[src/rtl/cpu_pkg.sv]
// -----------------------------------------------------------------------------
// cpu_pkg
// Shared definitions for the pipeline control logic.
//   - Opcode constants for the instructions that the hazard unit inspects.
//   - Hazard FSM state enumeration (also exported on hz_state for debug).
//   - pc_mode and mem_busy encodings.
//   - Small classification helpers used by the hazard controller.
// -----------------------------------------------------------------------------
package cpu_pkg;

  // Opcodes of interest. Everything else is treated as an ordinary ALU op.
  localparam logic [5:0] OP_JI  = 6'b000010;
  localparam logic [5:0] OP_JR  = 6'b000011;
  localparam logic [5:0] OP_BEQ = 6'b001000;
  localparam logic [5:0] OP_BNE = 6'b001001;
  localparam logic [5:0] OP_LD  = 6'b010000;
  localparam logic [5:0] OP_ST  = 6'b010001;

  // Hazard FSM states.
  typedef enum logic [2:0] {
    RUN      = 3'd0,
    LD_USE   = 3'd1,
    BR_WAIT  = 3'd2,
    MEM_WAIT = 3'd3,
    FLUSH    = 3'd4
  } hz_state_e;

  // Next-PC source selection.
  localparam logic [1:0] PC_SEQ    = 2'b00;  // PC+4
  localparam logic [1:0] PC_BRANCH = 2'b01;  // branch target
  localparam logic [1:0] PC_JI     = 2'b10;  // immediate jump
  localparam logic [1:0] PC_JR     = 2'b11;  // register jump

  // Memory-port owner.
  localparam logic [1:0] MEM_IDLE  = 2'b00;
  localparam logic [1:0] MEM_CPU   = 2'b01;
  localparam logic [1:0] MEM_SPART = 2'b10;
  localparam logic [1:0] MEM_AUDIO = 2'b11;

  function automatic logic is_branch(input logic [5:0] op);
    return (op == OP_BEQ) || (op == OP_BNE);
  endfunction

  function automatic logic is_mem_op(input logic [5:0] op);
    return (op == OP_LD) || (op == OP_ST);
  endfunction

  // The CPU only has to wait when a peripheral owns the memory port;
  // idle or CPU ownership both let a load/store proceed.
  function automatic logic mem_blocks_cpu(input logic [1:0] mb);
    return (mb == MEM_SPART) || (mb == MEM_AUDIO);
  endfunction

endpackage

[src/rtl/fwd_match.sv]
// -----------------------------------------------------------------------------
// fwd_match
// Forwarding source selection for one ID source operand.
// Picks the youngest (lowest index) downstream stage that writes the source
// register; register 0 is hard-wired and never forwarded.
//   src    : source register address of the ID instruction
//   stg_rd : destination register per downstream stage, index 0 = EX
//   stg_wr : register-write valid per downstream stage
//   sel    : 0 = register file, k = forward from stage k (1 = EX)
// -----------------------------------------------------------------------------
module fwd_match #(
  parameter int REG_AW     = 5,
  parameter int FWD_STAGES = 3,
  parameter int SEL_W      = 2
) (
  input  logic [REG_AW-1:0]            src,
  input  logic [FWD_STAGES*REG_AW-1:0] stg_rd,
  input  logic [FWD_STAGES-1:0]        stg_wr,
  output logic [SEL_W-1:0]             sel
);

  logic [FWD_STAGES-1:0] hit;

  for (genvar gi = 0; gi < FWD_STAGES; gi++) begin : g_stage
    assign hit[gi] = stg_wr[gi] && (src != '0) &&
                     (stg_rd[gi*REG_AW +: REG_AW] == src);
  end

  // Scan oldest to youngest so the youngest match is the one left standing.
  always_comb begin
    sel = '0;
    for (int k = FWD_STAGES - 1; k >= 0; k--) begin
      if (hit[k]) sel = SEL_W'(k + 1);
    end
  end

endmodule

[src/rtl/pipe_hazard_ctrl.sv]
// -----------------------------------------------------------------------------
// pipe_hazard_ctrl
// Hazard detection and forwarding control for a 5-stage pipeline.
//   clk, rst_n   : clock, synchronous active-low reset
//   id_opcode    : opcode of the instruction in ID
//   id_valid     : ID holds a real instruction
//   id_src       : NUM_SRC source register fields of the ID instruction
//   stg_rd       : destination register per downstream stage (index 0 = EX)
//   stg_wr       : register-write valid per downstream stage
//   ex_is_load   : EX stage holds a load
//   br_resolved  : branch outcome in EX valid this cycle
//   br_taken     : branch outcome (qualified by br_resolved)
//   mem_busy     : memory-port owner (idle / CPU / SPART / Audio)
//   stall        : hold PC and IF/ID
//   flush        : squash IF/ID and ID/EX
//   pc_mode      : next-PC source
//   fwd_sel      : per-source forwarding select (0 = regfile, k = stage k)
//   hz_state     : current FSM state, for debug
//
// A newly detected hazard raises stall combinationally in the cycle it is
// seen, so the offending instruction never leaves ID; the FSM then carries
// the stall for as long as the hazard lasts.
// -----------------------------------------------------------------------------
module pipe_hazard_ctrl
  import cpu_pkg::*;
#(
  parameter int REG_AW     = 5,
  parameter int NUM_SRC    = 2,
  parameter int FWD_STAGES = 3,
  parameter int BR_LAT     = 1
) (
  input  logic                                      clk,
  input  logic                                      rst_n,
  input  logic [5:0]                                id_opcode,
  input  logic                                      id_valid,
  input  logic [NUM_SRC*REG_AW-1:0]                 id_src,
  input  logic [FWD_STAGES*REG_AW-1:0]              stg_rd,
  input  logic [FWD_STAGES-1:0]                     stg_wr,
  input  logic                                      ex_is_load,
  input  logic                                      br_resolved,
  input  logic                                      br_taken,
  input  logic [1:0]                                mem_busy,
  output logic                                      stall,
  output logic                                      flush,
  output logic [1:0]                                pc_mode,
  output logic [NUM_SRC*$clog2(FWD_STAGES+1)-1:0]   fwd_sel,
  output logic [2:0]                                hz_state
);

  localparam int SEL_W = $clog2(FWD_STAGES + 1);
  localparam int CNT_W = 3;  // holds BR_LAT up to 4

  hz_state_e        state_reg, state_next;
  logic [CNT_W-1:0] br_cnt_reg, br_cnt_next;

  logic [NUM_SRC-1:0]       ld_src_hit;
  logic [NUM_SRC*SEL_W-1:0] fwd_raw;

  // ---------------------------------------------------------------------------
  // Per-source operand checks: load-use compare against EX and the
  // forwarding selector.
  // ---------------------------------------------------------------------------
  for (genvar gi = 0; gi < NUM_SRC; gi++) begin : g_src
    logic [REG_AW-1:0] src_addr;

    assign src_addr       = id_src[gi*REG_AW +: REG_AW];
    assign ld_src_hit[gi] = (src_addr != '0) &&
                            (src_addr == stg_rd[REG_AW-1:0]);

    fwd_match #(
      .REG_AW    (REG_AW),
      .FWD_STAGES(FWD_STAGES),
      .SEL_W     (SEL_W)
    ) u_fwd_match (
      .src   (src_addr),
      .stg_rd(stg_rd),
      .stg_wr(stg_wr),
      .sel   (fwd_raw[gi*SEL_W +: SEL_W])
    );
  end

  // ---------------------------------------------------------------------------
  // Hazard conditions seen in ID. All of them require a real instruction.
  // ---------------------------------------------------------------------------
  logic load_use;
  logic mem_hazard;
  logic new_branch;
  logic is_ji;
  logic is_jr;

  assign load_use   = id_valid && ex_is_load && stg_wr[0] && (|ld_src_hit);
  assign mem_hazard = id_valid && is_mem_op(id_opcode) && mem_blocks_cpu(mem_busy);
  assign new_branch = id_valid && is_branch(id_opcode);
  assign is_ji      = id_valid && (id_opcode == OP_JI);
  assign is_jr      = id_valid && (id_opcode == OP_JR);

  // ---------------------------------------------------------------------------
  // State register
  // ---------------------------------------------------------------------------
  always_ff @(posedge clk) begin
    if (!rst_n) begin
      state_reg  <= RUN;
      br_cnt_reg <= '0;
    end else begin
      state_reg  <= state_next;
      br_cnt_reg <= br_cnt_next;
    end
  end

  // ---------------------------------------------------------------------------
  // Next state and raw outputs
  // ---------------------------------------------------------------------------
  logic       stall_c;
  logic       flush_c;
  logic [1:0] pc_c;

  always_comb begin
    state_next  = state_reg;
    br_cnt_next = br_cnt_reg;
    stall_c     = 1'b0;
    flush_c     = 1'b0;
    pc_c        = PC_SEQ;

    case (state_reg)
      // LD_USE is the one-cycle shadow after a load-use stall: the load has
      // moved past EX, so the same EX contents must not re-trigger the stall.
      // Other hazards of the (still waiting) ID instruction are still caught
      // here so that e.g. a branch fed by a load cannot slip through.
      RUN, LD_USE: begin
        state_next = RUN;
        if (mem_hazard) begin
          state_next = MEM_WAIT;
          stall_c    = 1'b1;
        end else if (load_use && (state_reg == RUN)) begin
          state_next = LD_USE;
          stall_c    = 1'b1;
        end else if (new_branch) begin
          state_next  = BR_WAIT;
          stall_c     = 1'b1;
          br_cnt_next = CNT_W'(BR_LAT);
        end else if (is_ji) begin
          flush_c = 1'b1;
          pc_c    = PC_JI;
        end else if (is_jr) begin
          flush_c = 1'b1;
          pc_c    = PC_JR;
        end
      end

      // The counter tracks the nominal resolution latency; a late outcome
      // simply keeps us here with the counter parked at zero.
      BR_WAIT: begin
        if (br_resolved) begin
          br_cnt_next = '0;
          if (br_taken) begin
            state_next = FLUSH;
            pc_c       = PC_BRANCH;
          end else begin
            state_next = RUN;
          end
        end else begin
          stall_c = 1'b1;
          if (br_cnt_reg != '0) br_cnt_next = br_cnt_reg - CNT_W'(1);
        end
      end

      MEM_WAIT: begin
        if (mem_blocks_cpu(mem_busy)) begin
          stall_c = 1'b1;
        end else begin
          state_next = RUN;
        end
      end

      FLUSH: begin
        flush_c    = 1'b1;
        state_next = RUN;
      end

      default: begin
        state_next  = RUN;
        br_cnt_next = '0;
      end
    endcase
  end

  // ---------------------------------------------------------------------------
  // Outputs. While reset is applied nothing is requested from the pipeline,
  // so a pending branch or memory wait is abandoned without a flush.
  // ---------------------------------------------------------------------------
  assign stall    = rst_n && stall_c;
  assign flush    = rst_n && flush_c;
  assign pc_mode  = rst_n ? pc_c : PC_SEQ;
  assign fwd_sel  = (rst_n && !stall_c) ? fwd_raw : '0;
  assign hz_state = state_reg;

endmodule

[config.mk]
export PLATFORM = sky130hd
export DESIGN_NAME = pipe_hazard_ctrl
export DESIGN_NICKNAME = d
export VERILOG_FILES = /design/src/rtl/cpu_pkg.sv /design/src/rtl/fwd_match.sv /design/src/rtl/pipe_hazard_ctrl.sv
export SDC_FILE = /design/constraint.sdc
export NUM_CORES = 1
export LEC_CHECK = 0
export ABC_CLOCK_PERIOD_IN_PS = 1810
export CAP_MARGIN = 25
export CORE_ASPECT_RATIO = 1.1
export CORE_MARGIN = 4
export CORE_UTILIZATION = 32
export DETAILED_ROUTE_END_ITERATION = 12
export PLACE_DENSITY = 0.85
export SKIP_LAST_GASP = 1
export SYNTH_ARGS = -nofsm -noshare
export SYNTH_HDL_FRONTEND = slang
export SYNTH_SLANG_ARGS = --single-unit
export TNS_END_PERCENT = 1
[constraint.sdc]
create_clock -name clk -period 1.81 [get_ports clk]
set_input_delay 0.362 -clock clk [delete_from_list [all_inputs] [get_ports clk]]
set_output_delay 0.362 -clock clk [all_outputs]
set_load 0.05 [all_outputs]
==> summary.md <==
| Metric | Value |
|---|---|
| Status | complete, but fails checks |
| Failing checks | setup timing |
| Mapped Cells | 106 |
| Setup violators final | 9 |
| Skew final | 0.946 ps |
| Global route overflow | 0 |
| Layout area overhead | 153% |
| Slowest stage delay, CP | 560 ps |
| Commonest cells in the netlist | xnor2_1, xor2_1 |
| Number of antenna diodes | 0 |
| Max reg flops | 3 |
| Ys async rst share | 0% |
| Synth area leader | xnor2_1 |
| Row Count | 18 |
| Critical Path AT | 1950 ps |
| Syn avg cell area | 7.40 µm² |
| Gpl congestion | 0.917 |
| Fmax | approximately 430 MHz |
| Routed Antenna Nets | 0 |
| Critical path type | input port to output pin |
| Max Cap Viol | 0 |
| Leak | 0.776 nW |
| Setup crit start kind | input port |
| Ordered list of cells on the worst path | clkdlybuf4s50_1 -> nand3b_1 -> a211o_1 -> and3_4 -> nand3_4 -> a21oi_4 -> buf_12 |
| Port Buf Inserts | 51 |
| Slew @ Worst Pin | between 400 and 500 ps |
| Full die area | 3310 µm² |
| CP delay by family, top | buffers and inverters |
| Place WS | -826 ps |
| Clock Latency Late Sink | 220 ps |
| Total wire length | just over 4000 µm |
| Top cells by area, synth | xnor2_1, xor2_1, dfxtp_1 |
| Global routing usage on met3 | 5.18% |
| Vias in the first global route | 1,413 |
| Synthesized area | between 700 and 800 µm² |
| Fillers | 125 |
| Worst path slowest cell | clkdlybuf4s50_1 |
| Final min period | 2310 ps |
| WP buf/inv | 2 |
| # H-tree levels | 1 |
| Synth Flop Type | dfxtp_1 |
| GRT Total Usage | 24.5% |
| Flops & latches, synth | 3 |
| CTS tree | yes |
| Top Usage Layer GRT | met2 |
| Worst hold margin | 573 ps |
| CP required | 1450 ps |
| Clk slew on worst S/H paths | approximately 30 ps |
| Seq/Total Area, Yosys | 7.66% |
| HP Class | flop to flop |
| # DRC | 0 |
| CTS Buf Count | 3 |
| Part of the cycle the worst path needs | 128% |
| 1st-iter DRT viols | 19 |
| Initial core utilization | about 34% |
| Unrepaired setup endpoints after global routing | true |
| Initial antenna violation count | 0 |
| Nets | around 240 |
| Post-layout worst setup margin | -503 ps |
| Die height | around 60 µm |
| CTS root buffer | clkbuf_4 |
| Top-count cell post-synth | xnor2_1 |
| Chip width | 55.2 µm |
| Cts-stage hold buffer count | 0 |
| Syn Nets | 148 |
| Ratio of cells with drive above 1 in the final layout | between 50 and 60% |
| Placed Area | 1700 µm² |
| Detailed Place HPWL | 2770 µm |
| CP max FO | 4 |
| GR Util met1 | between 20 and 25% |
| Relative slew slack | 73.0% |
| Final Hold Fails | 0 |
| Global Route met2 Usage | 48.5% |
| Wirelength per Cell | ~18 µm |
| Largest net degree at the start of global routing | 11 |
| Global-route wire length before repair | 6330 µm |
| Count of pins over their slew limit | 0 |
| Number of enable flip-flop cells after synthesis | 0 |
| Crit end category | output pin |
| Top-area cell type share of the netlist area | 24.6% |
| Via count | 1,279 |
| Cell Pwr Density | roughly 280 nW/µm² |
| Setup TNS | -3770 ps |
| Clock tree sinks | 3 |
| Core Area | 2300 µm² |
| Worst IR Drop VDD | 0.000314 V |
| Post-synth cell types | 36 |
| CTS Buffer Depth | 2 |
| Yosys warns | 0 |
| Vias per std cell | 5.61 |
| # IOs | 53 |
| Pre-antenna DRT Iters | 5 |
| Finished layout cell area | 1980 µm² |
through the flow:
| step | std cells | power, mW | util (%) |
|---|---|---|---|
| 2_1_floorplan | 106 | 0.194 | - |
| 6_report | 228 | 0.561 | 86.4 |
| 5_1_grt | 228 | 0.591 | 86.4 |
| 4_1_cts | 226 | 0.539 | 83.7 |
| 3_5_place_dp | 215 | 0.387 | 73.8 |
| 3_3_place_gp | 215 | 0.378 | 73.8 |
per-layer routing:
| metal | up-vias | routed length (µm) |
|---|---|---|
| met2 | 87 | 2120 |
| met5 | - | 0 |
| li1 | 588 | - |
| met4 | 0 | 282 |
| met3 | 26 | 303 |
| met1 | 578 | 1390 |
kinds of logic (layout without fill, tap and decap cells):
group	after synthesis	after routing	share of synthesized area, %
flip-flops	3	3	7.66
XOR/XNOR	30	30	33.5
AND/OR/NAND/NOR	51	51	41.5
buffers and inverters	2	94	0.956
AO/OA/AOI/OAI	20	20	16.4
cell type report:
class | count | area [µm²] | share of cell area, %
clock buffers | 4 | 26.3 | 1.32
inverters | 1 | 3.75 | 0.189
multi-input cells | 101 | 1020 | 51.2
flip-flops and latches | 3 | 62.6 | 3.15
well taps | 30 | 37.5 | 1.89
repair buffers | 89 | 838 | 42.2
layout by cell type, fill, tap and decap left out, types with 2 or more instances in the layout:
cell             count
nor2_4               2
buf_6                4
nor4_4               4
buf_2                4
or4_4                4
xnor2_1             18
a22oi_2              2
o21ai_0              2
nor3_1               3
buf_12               7
xnor2_2              4
nor2_1               5
nand3_1              3
dlygate4sd2_1       11
dfxtp_2              2
nand2_1              5
a21oi_4              4
and4b_1              2
xor2_1               6
buf_8                2
nand2b_1             3
o21ai_2              2
dlymetal6s2s_1       2
nand3_4              2
clkbuf_4             3
buf_4               40
clkdlybuf4s50_1     13
xor2_2               2
nand4_1              5
clkbuf_2             2
clkdlybuf4s15_1      3
power breakdown:
group	internal, mW	switching (mW)	total (mW)
Clock	0.0822	0.0291	0.111
Sequential	0.0673	0.00143	0.0687
Combinational	0.199	0.182	0.381
Total	0.348	0.213	0.561
worst paths after layout:
| path | startpoint | endpoint | slack [ps] | depth (start not counted) |
|---|---|---|---|---|
| hold reg to reg | hz_state[0]$_SDFFE_PN0P_ | hz_state[0]$_SDFFE_PN0P_ | 570 | 2 |
| setup / recovery | id_opcode[4] | fwd_sel[1] | -500 | 7 |
| hold / removal | hz_state[0]$_SDFFE_PN0P_ | hz_state[0]$_SDFFE_PN0P_ | 570 | 2 |
| setup reg to reg | hz_state[0]$_SDFFE_PN0P_ | hz_state[0]$_SDFFE_PN0P_ | 380 | 4 |
timing repair:
item / CTS / global route
resized for setup: 93 / 13
setup buffers: 7 / 2
endpoints found under the setup margin: 10 / 10
pin swaps: 31 / 20
tightest hold or removal path, stage by stage (launching register included):
cell,delay (ps)
dfxtp_2,350
nand2_1,60
a221oi_1,100
Note: power is estimated with default switching activity, not from simulation.
